**src/rtl/updn_modn_ctr_pkg.sv**
```systemverilog
// Shared definitions for the up/down modulo-N counter: debounce FSM state
// encodings and a ceil(log2) helper used to size the debounce counter.
package updn_modn_ctr_pkg;

  typedef enum logic [1:0] {
    DB_IDLE   = 2'd0,
    DB_CHK_HI = 2'd1,
    DB_HELD   = 2'd2,
    DB_CHK_LO = 2'd3
  } db_state_e;

  // Minimum of one bit so a counter can always be declared.
  function automatic int ctr_clog2(input int n);
    int w;
    w = 1;
    while ((32'sd1 <<< w) < n) begin
      w = w + 1;
    end
    return w;
  endfunction

endpackage

```
**src/rtl/updn_modn_ctr_btn_debounce.sv**
```systemverilog
// One push-button chain: 2-flop synchroniser, four-state debounce FSM and a
// registered single-cycle press pulse.
module btn_debounce
  import updn_modn_ctr_pkg::*;
#(
  parameter int DEB_CYCLES = 4
) (
  input  logic i_clk,
  input  logic i_rst_n,
  input  logic i_btn,
  output logic o_press
);

  localparam int            CW       = ctr_clog2(DEB_CYCLES);
  localparam logic [CW-1:0] CNT_ONE  = CW'(1);
  localparam logic [CW-1:0] CNT_LAST = CW'(DEB_CYCLES - 1);

  logic [1:0]    r_sync;
  logic [1:0]    r_fill;
  logic          r_armed;
  db_state_e     r_state;
  logic [CW-1:0] r_cnt;
  logic          r_fire;
  logic          r_press;

  logic          w_s;
  db_state_e     w_nxt_state;
  logic [CW-1:0] w_nxt_cnt;
  logic          w_fire;

  assign w_s = r_sync[1];

  // A button already held through reset must be seen released before it can
  // start a press; r_fill marks when the synchroniser output is genuine again.
  always_ff @(posedge i_clk or negedge i_rst_n) begin
    if (!i_rst_n) begin
      r_sync  <= 2'b00;
      r_fill  <= 2'b00;
      r_armed <= 1'b0;
    end else begin
      r_sync <= {r_sync[0], i_btn};
      r_fill <= {r_fill[0], 1'b1};
      if (r_fill[1] && !w_s) begin
        r_armed <= 1'b1;
      end else begin
        r_armed <= r_armed;
      end
    end
  end

  always_ff @(posedge i_clk or negedge i_rst_n) begin
    if (!i_rst_n) begin
      r_state <= DB_IDLE;
      r_cnt   <= '0;
    end else begin
      r_state <= w_nxt_state;
      r_cnt   <= w_nxt_cnt;
    end
  end

  always_comb begin
    w_nxt_state = r_state;
    w_nxt_cnt   = r_cnt;
    case (r_state)
      DB_IDLE: begin
        if (w_s && r_armed) begin
          w_nxt_state = DB_CHK_HI;
          w_nxt_cnt   = CNT_ONE;
        end else begin
          w_nxt_state = DB_IDLE;
        end
      end
      DB_CHK_HI: begin
        if (!w_s) begin
          w_nxt_state = DB_IDLE;
        end else if (r_cnt == CNT_LAST) begin
          w_nxt_state = DB_HELD;
        end else begin
          w_nxt_cnt = r_cnt + CNT_ONE;
        end
      end
      DB_HELD: begin
        if (!w_s) begin
          w_nxt_state = DB_CHK_LO;
          w_nxt_cnt   = CNT_ONE;
        end else begin
          w_nxt_state = DB_HELD;
        end
      end
      DB_CHK_LO: begin
        if (w_s) begin
          w_nxt_state = DB_HELD;
        end else if (r_cnt == CNT_LAST) begin
          w_nxt_state = DB_IDLE;
        end else begin
          w_nxt_cnt = r_cnt + CNT_ONE;
        end
      end
      default: begin
        w_nxt_state = DB_IDLE;
        w_nxt_cnt   = '0;
      end
    endcase
  end

  always_comb begin
    w_fire = (r_state == DB_CHK_HI) && w_s && (r_cnt == CNT_LAST);
  end

  // Two register stages put the pulse DEB_CYCLES+3 edges after a clean rise.
  always_ff @(posedge i_clk or negedge i_rst_n) begin
    if (!i_rst_n) begin
      r_fire  <= 1'b0;
      r_press <= 1'b0;
    end else begin
      r_fire  <= w_fire;
      r_press <= r_fire;
    end
  end

  assign o_press = r_press;

endmodule

```
**src/rtl/updn_modn_ctr.sv**
```systemverilog
// Up/down modulo-N counter stepped by two debounced push-buttons.
// Optional synchronous load port pair (LOAD, D) when CTR_LOAD_EN is defined.
module updn_modn_ctr
  import updn_modn_ctr_pkg::*;
#(
  parameter int WIDTH      = 3,
  parameter int MAX        = 5,
  parameter int DEB_CYCLES = 4
) (
  input  logic             C,
  input  logic             RST_N,
  input  logic             UP_BUT,
  input  logic             DN_BUT,
`ifdef CTR_LOAD_EN
  input  logic             LOAD,
  input  logic [WIDTH-1:0] D,
`endif
  output logic [WIDTH-1:0] Q,
  output logic             WRAP,
  output logic             UP_P,
  output logic             DN_P
);

  localparam logic [WIDTH-1:0] MAX_V  = WIDTH'(MAX);
  localparam logic [WIDTH-1:0] ZERO_V = WIDTH'(0);
  localparam logic [WIDTH-1:0] ONE_V  = WIDTH'(1);

  logic             w_up_p;
  logic             w_dn_p;
  logic [WIDTH-1:0] w_nxt_q;
  logic             w_nxt_wrap;
  logic [WIDTH-1:0] r_q;
  logic             r_wrap;

  btn_debounce #(.DEB_CYCLES(DEB_CYCLES)) u_up_deb (
    .i_clk   (C),
    .i_rst_n (RST_N),
    .i_btn   (UP_BUT),
    .o_press (w_up_p)
  );

  btn_debounce #(.DEB_CYCLES(DEB_CYCLES)) u_dn_deb (
    .i_clk   (C),
    .i_rst_n (RST_N),
    .i_btn   (DN_BUT),
    .o_press (w_dn_p)
  );

  always_comb begin
    w_nxt_q    = r_q;
    w_nxt_wrap = 1'b0;
`ifdef CTR_LOAD_EN
    if (LOAD) begin
      w_nxt_q = (D > MAX_V) ? MAX_V : D;
    end else
`endif
    if (w_up_p && !w_dn_p) begin
      if (r_q == MAX_V) begin
        w_nxt_q    = ZERO_V;
        w_nxt_wrap = 1'b1;
      end else begin
        w_nxt_q = r_q + ONE_V;
      end
    end else if (w_dn_p && !w_up_p) begin
      if (r_q == ZERO_V) begin
        w_nxt_q    = MAX_V;
        w_nxt_wrap = 1'b1;
      end else begin
        w_nxt_q = r_q - ONE_V;
      end
    end else begin
      w_nxt_q = r_q;
    end
  end

  always_ff @(posedge C or negedge RST_N) begin
    if (!RST_N) begin
      r_q    <= ZERO_V;
      r_wrap <= 1'b0;
    end else begin
      r_q    <= w_nxt_q;
      r_wrap <= w_nxt_wrap;
    end
  end

  assign Q    = r_q;
  assign WRAP = r_wrap;
  assign UP_P = w_up_p;
  assign DN_P = w_dn_p;

endmodule

```
**config.mk**
```make
export PLATFORM = sky130hd
export DESIGN_NAME = updn_modn_ctr
export DESIGN_NICKNAME = d
export VERILOG_FILES = /design/src/rtl/updn_modn_ctr_pkg.sv /design/src/rtl/updn_modn_ctr_btn_debounce.sv /design/src/rtl/updn_modn_ctr.sv
export SDC_FILE = /design/constraint.sdc
export NUM_CORES = 1
export LEC_CHECK = 0
export ABC_AREA = 1
export BUFFER_PORTS_ARGS = -buffer_cell sky130_fd_sc_hd__buf_2
export CAP_MARGIN = 20
export CORE_ASPECT_RATIO = 0.9
export CORE_MARGIN = 5
export CORE_UTILIZATION = 53
export CTS_CLUSTER_SIZE = 30
export DETAILED_ROUTE_END_ITERATION = 12
export MAX_ROUTING_LAYER = met4
export PLACE_DENSITY = 0.73
export SETUP_SLACK_MARGIN = 0.2
export SYNTH_ARGS = -nofsm -noshare
export SYNTH_HDL_FRONTEND = slang
export SYNTH_SLANG_ARGS = --single-unit
```
**constraint.sdc**
```tcl
create_clock -name C -period 1.2 [get_ports C]
set_input_delay 0.18 -clock C [delete_from_list [all_inputs] [get_ports C]]
set_output_delay 0.18 -clock C [all_outputs]
set_load 0.05 [all_outputs]
```
=== After elaboration in Yosys (flattened, before gate mapping) ===
Cells that the tools add are included.

* Bits in registers: 26
* Output and inout bits: 6

* Add/sub/neg operators: 4
* Eq/ne operators: 21
* Muxes and demuxes: 34
* Reduce and logical (&&, ||, !) cells: 22

{| class="wikitable"
|+ Operators by type and width
! kind !! count
|-
| $mux 2 || 18
|-
| $pmux 2 s4 || 4
|-
| $eq 2x2->1 const B || 6
|-
| $mux 3 || 4
|-
| $logic_and 1x1->1 || 10
|-
| $mux 1 || 8
|-
| $ne 2x1->1 const B || 4
|-
| $ne 2x2->1 const B || 4
|-
| $reduce_and 4->1 || 2
|-
| $ne 3x1->1 const B || 2
|-
| $ne 3x3->1 const B || 2
|-
| $add 2x1->2 const B || 2
|-
| $eq 2x1->1 const B || 2
|-
| $logic_not 1->1 || 4
|-
| $logic_not 2->1 || 2
|-
| $reduce_and 2->1 || 2
|-
| $add 3x1->3 const B || 1
|-
| $eq 3x3->1 const B || 1
|-
| $logic_not 3->1 || 1
|-
| $sub 3x1->3 const B || 1
|-
| $reduce_bool 2->1 || 1
|}

=== Logic depth before layout (Yosys ltp) ===
* Depth in word-level cells: 4
* Gate-level depth with buffers: 8

=== By module ===
Synthesis repeated with hierarchy kept, for this count alone.

* Cells, all modules: 117
* Area, all modules: 1068.5 um^2

{| class="wikitable"
|+ Modules (own cells, without submodules)
! module !! times used !! cells an instance !! area each (um^2) !! seq. area each (um^2)
|-
| btn_debounce || 2 || 40 || 400.4 || 275.3
|-
| updn_modn_ctr || 1 || 37 || 267.8 || 100.1
|}

=== Least setup slack after synthesis ===
No wires, ideal clock.

* Path kind: register to register
* Start point: register u_dn_deb.r_press (netlist: u_dn_deb.o_press)
* End point: register r_q[2] (netlist: Q[2])
* Library setup time: 0.124 ns
* Data arrival time: 1.320 ns
* Setup slack: -0.244 ns
* Cell stages (with the launch flop): 7
* Period minus slack after synthesis: 1.444 ns
* Cells stage by stage: dfrtp_1 -> inv_1 -> ha_1 -> bufinv_8 -> a21oi_1 -> a21oi_1 -> a21oi_1

* Cells in the longest elaborated chain, start to end: 3
* Elaborated cells on any way between the ends: 5

{| class="wikitable"
|+ RTL lines
! what !! line !! text
|-
| from (decl) || updn_modn_ctr_btn_debounce.sv:24 || <nowiki>logic r_press;</nowiki>
|-
| from (signal assigned) || updn_modn_ctr_btn_debounce.sv:117 || <nowiki>r_press <= r_fire;</nowiki>
|-
| $logic_not 1->1 || updn_modn_ctr.sv:57 || <nowiki>if (w_up_p && !w_dn_p) begin</nowiki>
|-
| $logic_and 1x1->1 || updn_modn_ctr.sv:57 ||
|-
| $mux 3 or $reduce_bool 2->1 (tied branches) || n/a ||
|-
| to (signal assigned) || updn_modn_ctr.sv:81 || <nowiki>r_q <= w_nxt_q;</nowiki>
|-
| to (decl) || updn_modn_ctr.sv:32 || <nowiki>logic [WIDTH-1:0] r_q;</nowiki>
|}

Parallel ways exist; a longest one is shown, timed or not.
A chain may end at the register's enable or synchronous reset.

=== Worst setup path in the final report ===
Same ends and word-level chain as after synthesis.

==> flow_metrics.env <==
export IMPL_timing_max_transition_violations_final=0
export IMPL_powerDensity_nw_per_um2=2250
export IMPL_clock_skew_ns=0.0120
export IMPL_crit_arrival_ns=1.45
export IMPL_portBuffers=9
export IMPL_worst_ir_drop_vdd_v=0.00170
export IMPL_cp_data_required_time_ns=1.40
export IMPL_critPathMaxFanout=4
export IMPL_synthesis_nets=115
export IMPL_crit_buf_inv=1
export IMPL_finalHoldWorstSlack_ns=0.365
export IMPL_layout_cells_most_common_list="28 x nand2_1, 19 x dfrtp_1, 16 x buf_4"
export IMPL_slew_limit_headroom_pct=65.2
export IMPL_num_vias=835
export IMPL_critical_path_most_common_cell="a21oi_1"
export IMPL_topRoutingLayerUsed="met4"
export IMPL_setup_worst_path_start_class="flip-flop"
export IMPL_synth_seq_area_share_pct=60.9
export IMPL_synthCells=107
export IMPL_status="complete, but fails checks"
export IMPL_timing_worst_setup_path_type="flip-flop to flip-flop"
export IMPL_place_detailed_hpwl_mm=1.09
export IMPL_yosys_warnings=0
export IMPL_final_setup_worst_slack_ns=-0.0470
export IMPL_final_layout_size_suffix_gt1_share_pct=50.7
export IMPL_routed_wirelength_normalized_by_instance_count_um=14.1
export IMPL_clock_sinks=24
export IMPL_initial_utilization_pct=57.4
export IMPL_num_fill_cells=91
export IMPL_worst_r2r_setup_slack_ns=-0.05
export IMPL_grt_total_usage_pct=16.2
export IMPL_drc=0
export IMPL_syn_area_um2=986
export IMPL_path_cells="buf_6 > ha_4 > a21oi_1 > a21oi_1"
export IMPL_worstMarginPinSlew_ns=0.522
export IMPL_placementRows=14
export IMPL_grt_setup_unrepaired="true"
export IMPL_report_final_setup_viol=1
export IMPL_floorplan_core_area_um2=1720
export IMPL_vias_per_cell=5.03
export IMPL_place_ws_ns=0.110
export IMPL_synthesis_area_per_instance_um2=9.21
export IMPL_cts_tree="built"
export IMPL_worst_hold_path_type="input pin to async pin"
export IMPL_global_route_wire_length_before_repair_mm=3.44
export IMPL_final_antenna_net_count=0
export IMPL_mostFrequentLayoutCell="nand2_1"
export IMPL_place_congestion=0.744
export IMPL_gr_total_overflow=0
export IMPL_areaGrowthSynthToFinish_pct=49.2
export IMPL_cts_max_level=1
export IMPL_highest_delay_cell_along_the_critical_path="dfrtp_2"
export IMPL_ys_seq_elements=24
export IMPL_failing_checks="setup timing"
export IMPL_die_height_um=50.9
export IMPL_detailedRoute_firstIterationViolations=13
export IMPL_met1_length_um=878
export IMPL_drt_pass1_iterations=5
export IMPL_end_kind="flip-flop"
export IMPL_finalCritPeriodShare_pct=104
export IMPL_max_clock_path_buffers=2
export IMPL_finalCriticalPeriod_ns=1.25
export IMPL_max_freq_ghz=0.802
export IMPL_detailroute_wirelength_met3_um=78
export IMPL_design_die_area_um2=2820
export IMPL_cts_clk_slew_worst_paths_ns=0.14
export IMPL_critical_path_max_stage_delay_ns=0.47
export IMPL_number_of_global_route_vias_before_repair=793
export IMPL_cts_root_buffer_cell="clkbuf_4"
export IMPL_distinct_cells_synth=14
export IMPL_final_hold_viol_count=0
export IMPL_p_leak_nw=0.750
export IMPL_dr_wl_met2_mm=1.34
export IMPL_insertedDiodeCount=0
export IMPL_number_of_buffers_created_by_cts=3
export IMPL_path_delay_family="flip-flops"
export IMPL_die_w_um=55.5
export IMPL_insertion_delay_ns=0.32
export IMPL_nets=151
export IMPL_antenna_found_initial=0
export IMPL_drt_total_wl_mm=2.34
export IMPL_pin_count=10
export IMPL_maxCapViolations=0
export IMPL_largest_net_degree_at_the_start_of_global_routing=25
==> cells by family (layout without fill, tap and decap cells) <==
family / after synthesis / count (layout) / share of synthesized area [%]
adders and majority gates: 4 / 4 / 5.08
and+or+nand+nor: 52 / 52 / 20.7
other: 1 / 1 / 0.380
buffers and inverters: 16 / 51 / 7.49
AOI/OAI and AO/OA: 9 / 9 / 4.57
xor gates and xnor gates: 1 / 1 / 0.888
DFF: 24 / 24 / 60.9
==> registers in the layout, summed over array words and instances (netlist names), named ones only <==
| name | count |
|---|---|
| u_up_deb.r_sync | 2 |
| u_dn_deb.r_state | 1 |
| u_dn_deb.r_fill | 2 |
| u_dn_deb.o_press | 1 |
| u_up_deb.o_press | 1 |
| Q | 3 |
| u_up_deb.r_state | 1 |
| u_up_deb.r_cnt | 2 |
| u_dn_deb.r_sync | 2 |
| WRAP | 1 |
| u_dn_deb.r_cnt | 2 |
| u_up_deb.r_armed | 1 |
| u_dn_deb.r_fire | 1 |
| u_dn_deb.r_armed | 1 |
| u_up_deb.r_fire | 1 |
==> cell usage after synthesis <==
| library cell | n | area [µm²] |
|---|---|---|
| dfrtp_1 | 24 | 601 |
| nor2_1 | 6 | 22.5 |
| a21oi_1 | 4 | 20.0 |
| bufinv_8 | 1 | 17.5 |
| inv_1 | 11 | 41.3 |
| nand4_1 | 1 | 6.26 |
| inv_2 | 4 | 15.0 |
| conb_1 | 1 | 3.75 |
| o21ai_1 | 5 | 25.0 |
| ha_1 | 4 | 50.1 |
| nand2_1 | 41 | 154 |
| nand2_2 | 1 | 6.26 |
| xnor2_1 | 1 | 8.76 |
| nand3_1 | 3 | 15.0 |
==> per-stage QoR <==
step,util [%],area (µm²),TNS [ns],std cells,power (mW)
3_5_place_dp,64.4,1100,0,140,2.07
3_3_place_gp,64.4,1100,0,140,2.04
2_1_floorplan,-,1030,0,107,1.86
6_report,85.7,1470,-0.0470,166,3.31
4_1_cts,77.2,1330,0,157,2.92
5_1_grt,85.7,1470,-0.0974,166,3.53
==> report_power, final <==
group          leakage, nW  internal [mW]  switching [mW]
sequential           0.285           1.00           0.159
clock               0.0279          0.338           0.244
combinational        0.437          0.688           0.881
total                0.750           2.03            1.28
==> worst paths after layout <==
kind	start	endpoint	depth (start not counted)
worst max-delay path	u_dn_deb.o_press	Q[2]	4
worst min-delay path	RST_N	u_dn_deb.r_state[0]	2
worst max register to register	u_dn_deb.o_press	Q[2]	4
worst min register to register	u_up_deb.r_fire	u_up_deb.o_press	0
max in group asynchronous	RST_N	Q[2]	2
min in group C	u_up_deb.r_fire	u_up_deb.o_press	0
==> timing repair <==
action / in CTS / in global routing
setup endpoints to repair: 12 / 16
endpoints found under the hold margin: 26 / 0
cloned: 0 / 0
resized for setup: 17 / 25
hold buffers: 3 / 0
pin swaps: 5 / 13
setup buffers: 10 / 9
==> metal layers <==
metal / global-route usage [%] / vias to the layer above
met5: - / -
met4: 7.29 / 0
met3: 3.02 / 4
met2: 30.3 / 26
met1: 16.6 / 408
li1: - / 397
==> cell type report <==
class                   count  area [µm²]  share of cell area [%]
repair buffers             31         274                    18.6
clock inverters             1        30.0                    2.04
inverters                  16        67.6                    4.59
flip-flops and latches     24         607                    41.2
well taps                  24        30.0                    2.04
clock buffers               3        22.5                    1.53
multi-input cells          67         440                    29.9
(Power assumes the default switching activity.)
